## src/rtl/spi_xfer_pkg.sv

```systemverilog
// Shared types for the SPI burst transfer controller: FSM state encoding and byte width.
package spi_xfer_pkg;

    localparam int BYTE_W = 8;

    typedef enum logic [2:0] {
        IDLE,
        SETUP,
        LOAD,
        XFER,
        HOLD
    } xfer_state_t;

endpackage

```

## src/rtl/spi_sync_fifo.sv

```systemverilog
// Generic synchronous first-word-fall-through FIFO; DEPTH must be a power of 2.
module spi_sync_fifo #(
    parameter int WIDTH = 8,
    parameter int DEPTH = 8
) (
    input  logic             clk_i,
    input  logic             rst_i,
    input  logic             push_i,
    input  logic [WIDTH-1:0] data_i,
    input  logic             pop_i,
    output logic [WIDTH-1:0] data_o,
    output logic             full_o,
    output logic             empty_o
);

    localparam int AW = $clog2(DEPTH);
    localparam int CW = AW + 1;

    logic [WIDTH-1:0] mem [DEPTH];
    logic [AW-1:0]    wr_ptr;
    logic [AW-1:0]    rd_ptr;
    logic [CW-1:0]    count;
    logic             push_ok;
    logic             pop_ok;

    // A push into a full FIFO is refused even when a pop happens in the same cycle.
    assign full_o  = (count == CW'(DEPTH));
    assign empty_o = (count == '0);
    assign push_ok = push_i && !full_o;
    assign pop_ok  = pop_i && !empty_o;
    assign data_o  = mem[rd_ptr];

    always_ff @(posedge clk_i or negedge rst_i) begin
        if (!rst_i) begin
            wr_ptr <= '0;
            rd_ptr <= '0;
            count  <= '0;
        end else begin
            if (push_ok) wr_ptr <= wr_ptr + 1'b1;
            if (pop_ok)  rd_ptr <= rd_ptr + 1'b1;
            case ({push_ok, pop_ok})
                2'b10:   count <= count + 1'b1;
                2'b01:   count <= count - 1'b1;
                default: count <= count;
            endcase
        end
    end

    always_ff @(posedge clk_i) begin
        if (push_ok) mem[wr_ptr] <= data_i;
    end

endmodule

```

## src/rtl/spi_xfer_ctrl.sv

```systemverilog
// Burst controller in front of the SPI byte engine: CS setup/hold, per-byte start/done handshake, TX/RX FIFOs.
// Optional XFER watchdog enabled by defining SPI_XFER_TIMEOUT_EN.
module spi_xfer_ctrl
    import spi_xfer_pkg::*;
#(
    parameter int FIFO_DEPTH = 8,
    parameter int LEN_W      = 8,
    parameter int CS_DLY     = 4,
    parameter int TIMEOUT    = 1024
) (
    input  logic              clk_i,
    input  logic              rst_i,
    input  logic [LEN_W-1:0]  len_i,
    input  logic              go_i,
    output logic              busy_o,
    output logic              done_o,
    output logic              err_o,
    input  logic [BYTE_W-1:0] tx_data_i,
    input  logic              tx_valid_i,
    output logic              tx_ready_o,
    output logic [BYTE_W-1:0] rx_data_o,
    output logic              rx_valid_o,
    input  logic              rx_ready_i,
    output logic              cs_n_o,
    output logic [BYTE_W-1:0] spi_din_o,
    output logic              spi_start_o,
    input  logic              spi_ready_i,
    input  logic [BYTE_W-1:0] spi_dout_i,
    input  logic              spi_done_tick_i
);

    // cnt times CS setup/hold and doubles as the XFER watchdog, so it is sized for both.
    localparam int CNT_MAX = (CS_DLY > TIMEOUT) ? CS_DLY : TIMEOUT;
    localparam int CNT_W   = $clog2(CNT_MAX + 1);
    localparam logic [CNT_W-1:0] CS_LOAD = CNT_W'(CS_DLY - 1);

    xfer_state_t       state, state_nxt;
    logic [CNT_W-1:0]  cnt, cnt_nxt;
    logic [LEN_W-1:0]  rem, rem_nxt;
    logic              busy_q, busy_nxt;
    logic              done_q, done_nxt;
    logic              cs_n_q, cs_n_nxt;
    logic              start_q, start_nxt;
    logic [BYTE_W-1:0] din_q, din_nxt;
    logic              tx_pop, tx_full, tx_empty;
    logic [BYTE_W-1:0] tx_dout;
    logic              rx_push, rx_full, rx_empty;

    spi_sync_fifo #(.WIDTH(BYTE_W), .DEPTH(FIFO_DEPTH)) u_tx_fifo (
        .clk_i   (clk_i),
        .rst_i   (rst_i),
        .push_i  (tx_valid_i),
        .data_i  (tx_data_i),
        .pop_i   (tx_pop),
        .data_o  (tx_dout),
        .full_o  (tx_full),
        .empty_o (tx_empty)
    );

    spi_sync_fifo #(.WIDTH(BYTE_W), .DEPTH(FIFO_DEPTH)) u_rx_fifo (
        .clk_i   (clk_i),
        .rst_i   (rst_i),
        .push_i  (rx_push),
        .data_i  (spi_dout_i),
        .pop_i   (rx_ready_i),
        .data_o  (rx_data_o),
        .full_o  (rx_full),
        .empty_o (rx_empty)
    );

`ifdef SPI_XFER_TIMEOUT_EN
    localparam logic [CNT_W-1:0] TO_LAST = CNT_W'(TIMEOUT - 1);
    logic err_q, err_nxt;
    assign err_o = err_q;
`else
    assign err_o = 1'b0;
`endif

    always_comb begin
        state_nxt = state;
        cnt_nxt   = cnt;
        rem_nxt   = rem;
        busy_nxt  = busy_q;
        done_nxt  = 1'b0;
        cs_n_nxt  = cs_n_q;
        start_nxt = 1'b0;
        din_nxt   = din_q;
        tx_pop    = 1'b0;
        rx_push   = 1'b0;
`ifdef SPI_XFER_TIMEOUT_EN
        err_nxt   = err_q;
`endif
        case (state)
            IDLE: begin
                if (go_i && (len_i != '0)) begin
                    rem_nxt   = len_i;
                    busy_nxt  = 1'b1;
                    cs_n_nxt  = 1'b0;
                    cnt_nxt   = CS_LOAD;
                    state_nxt = SETUP;
`ifdef SPI_XFER_TIMEOUT_EN
                    err_nxt   = 1'b0;
`endif
                end
            end
            SETUP: begin
                if (cnt == '0) state_nxt = LOAD;
                else           cnt_nxt   = cnt - 1'b1;
            end
            LOAD: begin
                // Reserving an RX slot here means the push in XFER can never be refused.
                if (!tx_empty && !rx_full && spi_ready_i) begin
                    tx_pop    = 1'b1;
                    din_nxt   = tx_dout;
                    start_nxt = 1'b1;
                    cnt_nxt   = '0;
                    state_nxt = XFER;
                end
            end
            XFER: begin
                if (spi_done_tick_i) begin
                    rx_push = 1'b1;
                    rem_nxt = rem - 1'b1;
                    if (rem == LEN_W'(1)) begin
                        cnt_nxt   = CS_LOAD;
                        state_nxt = HOLD;
                    end else begin
                        state_nxt = LOAD;
                    end
                end
`ifdef SPI_XFER_TIMEOUT_EN
                else if (cnt == TO_LAST) begin
                    err_nxt   = 1'b1;
                    cnt_nxt   = CS_LOAD;
                    state_nxt = HOLD;
                end else begin
                    cnt_nxt = cnt + 1'b1;
                end
`endif
            end
            HOLD: begin
                if (cnt == '0) begin
                    cs_n_nxt  = 1'b1;
                    done_nxt  = 1'b1;
                    busy_nxt  = 1'b0;
                    state_nxt = IDLE;
                end else begin
                    cnt_nxt = cnt - 1'b1;
                end
            end
            default: state_nxt = IDLE;
        endcase
    end

    always_ff @(posedge clk_i or negedge rst_i) begin
        if (!rst_i) begin
            state   <= IDLE;
            cnt     <= '0;
            rem     <= '0;
            busy_q  <= 1'b0;
            done_q  <= 1'b0;
            cs_n_q  <= 1'b1;
            start_q <= 1'b0;
            din_q   <= '0;
`ifdef SPI_XFER_TIMEOUT_EN
            err_q   <= 1'b0;
`endif
        end else begin
            state   <= state_nxt;
            cnt     <= cnt_nxt;
            rem     <= rem_nxt;
            busy_q  <= busy_nxt;
            done_q  <= done_nxt;
            cs_n_q  <= cs_n_nxt;
            start_q <= start_nxt;
            din_q   <= din_nxt;
`ifdef SPI_XFER_TIMEOUT_EN
            err_q   <= err_nxt;
`endif
        end
    end

    assign busy_o      = busy_q;
    assign done_o      = done_q;
    assign cs_n_o      = cs_n_q;
    assign spi_start_o = start_q;
    assign spi_din_o   = din_q;
    assign tx_ready_o  = !tx_full;
    assign rx_valid_o  = !rx_empty;

endmodule

```

## config.mk

```make
export PLATFORM = sky130hd
export DESIGN_NAME = spi_xfer_ctrl
export DESIGN_NICKNAME = d
export VERILOG_FILES = /design/src/rtl/spi_xfer_pkg.sv /design/src/rtl/spi_sync_fifo.sv /design/src/rtl/spi_xfer_ctrl.sv
export SDC_FILE = /design/constraint.sdc
export NUM_CORES = 1
export LEC_CHECK = 0
export BUFFER_PORTS_ARGS = -buffer_cell sky130_fd_sc_hd__buf_2
export CAP_MARGIN = 5
export CORE_ASPECT_RATIO = 1.25
export CORE_UTILIZATION = 50
export DETAILED_ROUTE_END_ITERATION = 7
export PLACE_DENSITY = 0.66
export REMOVE_ABC_BUFFERS = 1
export SYNTH_ARGS = -nofsm -noshare
export SYNTH_HDL_FRONTEND = slang
export SYNTH_SLANG_ARGS = --single-unit
```

## constraint.sdc

```tcl
create_clock -name clk_i -period 5.7 [get_ports clk_i]
set_clock_uncertainty 0.2 [all_clocks]
set_input_delay 0.285 -clock clk_i [delete_from_list [all_inputs] [get_ports clk_i]]
set_output_delay 0.285 -clock clk_i [all_outputs]
set_load 0.1 [all_outputs]
```

==> metrics.yaml <==
run_status: "complete, no violations"
gp_congestion: 0.7947
setup-tns-final_ps: 0
ys.flop_type: "edfxtp_1"
core.rowCount: 50
route.detailed.drc: 0
synth.avg_cell_area_um2: 15.31
drtPass1Iterations: 4
area_growth_pct: 17.59
hold_depth: 3
mostFrequentLayoutCell: "edfxtp_1"
rsz0062_at_grt: "no"
peakVddDrop_mv: 0.3539
synth_area_leaders: "edfxtp_1, dfrtp_1, mux4_2"
synth.cell_area_um2: 7840
nets: 638
post_cts_buffers: 0
synth-edff-count: 128
slew_viol_final: 0
grt_pass1_wl_um: 23480
insertion_delay_ps: 430
dpl.hpwl_um: 9403
whs_endpoint: "spi_start_o"
maxSlewHeadroom_pct: 26.34
slowest_delay_ps: 1060
yosys_register_bits: 182
yosysWarnings: 0
clk_pin_slew_ps: 70
fill_cells: 1135
grt_pass1_vias: 4626
end_kind: "output pin"
core_um2: 15140
fin_crit_ps: 3178
tritoncts: "done"
pwr_density_cell_nw_per_um2: 567.3
hp-start: "spi_ready_i"
cp.required_ps: 5220
h-tree-depth: 4
root_buffer: "clkbuf_16"
cts_sinks: 182
grtUsageTotal_pct: 19.56
drtAntennaViolNets: 0
critical_path.slowest_cell: "dfrtp_1"
clockBufferDepth: 2
fmax_ghz: 0.3147
setup_violations: 0
worstHoldPathType: "primary input to flip-flop"
die_y_um: 142
yosysUniqueCellTypes: 63
drive_above_1_share_pct: 25.50
synth.largest_area_cell: "edfxtp_1"
min_period_over_period_pct: 55.75
worst_slack_ps: 2522
r2r_end: "u_rx_fifo.count[3]"
diodes: 0
most-common-layout-cells: "edfxtp_1, dfrtp_1, buf_2"
startpoint: "u_rx_fifo.rd_ptr[0]"
initial_core_util_pct: 51.79
netlist.area_leader.share_pct: 49.03
timing_hold_violations_final: 0
r2r_slack_ps: 2620
grt_max_degree: 55
die_w_um: 114
routedWlPerCell_um: 17.99
start_kind: "flip-flop"
critPathKind: "flip-flop to output pin"
io_buffer_count: 52
syn_inst: 512
antenna_found_initial: 0
cp_cell_sequence: "mux4_2, mux2_2, buf_2"
avgViaCountPerCell: 5.587
async_flop_share_pct: 29.67
r2r-start: "state[2]"
worstMarginPinSlew_ps: 1105
grt_overflow: 0
ys_seq_area_share_pct: 66.28
numCtsBuffers: 17
cp_max_fo: 18
io_pins: 54
crit_arrival_ps: 2690
via_count: 4537
power.leakage_nw: 3.432
maxCapViolations: 0
post-place-ws_ps: 2614
dieArea_um2: 16190
totalWireLength_um: 14610
drt_iter0_drc: 268
worst_r2r_path_depth: 10
where the power goes:
group | switching (mW) | leakage (nW) | total (mW) | internal (mW)
sequential | 0.357 | 1.80 | 2.05 | 1.69
clock | 0.516 | 0.296 | 1.22 | 0.701
combinational | 1.25 | 1.33 | 1.96 | 0.715
total | 2.12 | 3.43 | 5.23 | 3.11
cell usage after synthesis (all sizes together) (2+ instances only):
master,count
a211o,2
a211oi,2
a21boi,2
a21o,3
a21oi,20
a22oi,3
a2bb2oi,2
a31o,2
a31oi,2
and2,3
and3,3
buf,12
clkbuf,14
dfrtp,53
edfxtp,128
fa,2
ha,13
inv,15
mux2,11
mux2i,10
mux4,32
nand2,29
nand2b,8
nand3,7
nor2,31
nor3,15
nor3b,2
nor4,8
nor4b,5
o211a,2
o211ai,2
o21a,2
o21ai,21
o311ai,2
o31ai,5
or2,2
or3,3
or4,4
or4b,2
xnor2,11
xor2,6
layout make-up:
class	count	area, um^2	area share (%)
Sequential cell	182	5196	56.37
Clock inverter	14	187.7	2.036
Tap cell	208	260.3	2.823
Timing Repair Buffer	87	588.1	6.379
Clock buffer	17	425.4	4.615
Inverter	15	56.30	0.6107
Multi-Input combinational cell	289	2505	27.17
state kept, by name, indices dropped and copies added (netlist names):
register          count
cnt                  11
spi_start_o           1
u_tx_fifo.wr_ptr      3
u_tx_fifo.rd_ptr      3
u_rx_fifo.rd_ptr      3
done_o                1
cs_n_o                1
u_rx_fifo.mem        64
u_tx_fifo.count       4
spi_din_o             8
rem                   8
busy_o                1
state                 3
u_rx_fifo.wr_ptr      3
u_rx_fifo.count       4
u_tx_fifo.mem        64
how the worst max path moves through the flow:
stage | slack, ps | end | cells after the start
2_1_floorplan | 1840 | u_tx_fifo.count[3] | 9
3_3_place_gp | 2730 | u_rx_fifo.count[3] | 10
3_5_place_dp | 2610 | u_rx_fifo.count[3] | 10
4_1_cts | 2420 | rx_data_o[1] | 3
5_1_grt | 2340 | rx_data_o[2] | 3
6_report | 2520 | rx_data_o[1] | 3
repair_timing:
item	4_1_cts	5_1_grt
setup endpoints to repair	0	0
gates resized for setup	0	0
hold endpoints to repair	190	0
hold buffers	26	0
through the flow:
step	std cells	instance area [um^2]	util, %	power, mW	hold slack (ps)
final	812	9219	60.89	5.230	17.81
after global routing	812	9219	60.89	5.500	37.23
after CTS	812	9219	60.89	5.275	8.179
after detailed placement	755	8346	55.12	4.042	280.7
after global placement	755	8346	55.12	3.972	274.0
after floorplan	486	7725	-	3.574	-210.6
logic make-up (layout without fill, tap and decap cells):
| family | Yosys count | after routing | share of synthesized area [%] |
|---|---|---|---|
| compound gates | 78 | 78 | 6.432 |
| other cells | 1 | 1 | 0.04783 |
| fa+ha+maj | 15 | 15 | 2.585 |
| xor+xnor | 17 | 17 | 1.899 |
| simple gates | 125 | 125 | 8.522 |
| buf+inv | 41 | 133 | 2.186 |
| flops | 182 | 182 | 66.28 |
| mux | 53 | 53 | 12.05 |
per-layer routing:
| layer | track usage (%) | share of wire [%] | vias to the layer above |
|---|---|---|---|
| met5 | 0 | 0 | - |
| met3 | 3.833 | 3.2 | 24 |
| li1 | - | - | 2137 |
| met2 | 33.52 | 51 | 87 |
| met4 | 8.612 | 2.2 | 0 |
| met1 | 24.06 | 43 | 2289 |
critical path: cells and delay by family, from the launching register on:
| family | cells | cell delay, ps |
|---|---|---|
| DFF | 1 | 1060 |
| buffers and inverters | 1 | 290 |
| muxes | 2 | 910 |
Power figures use the tool's default switching activity.
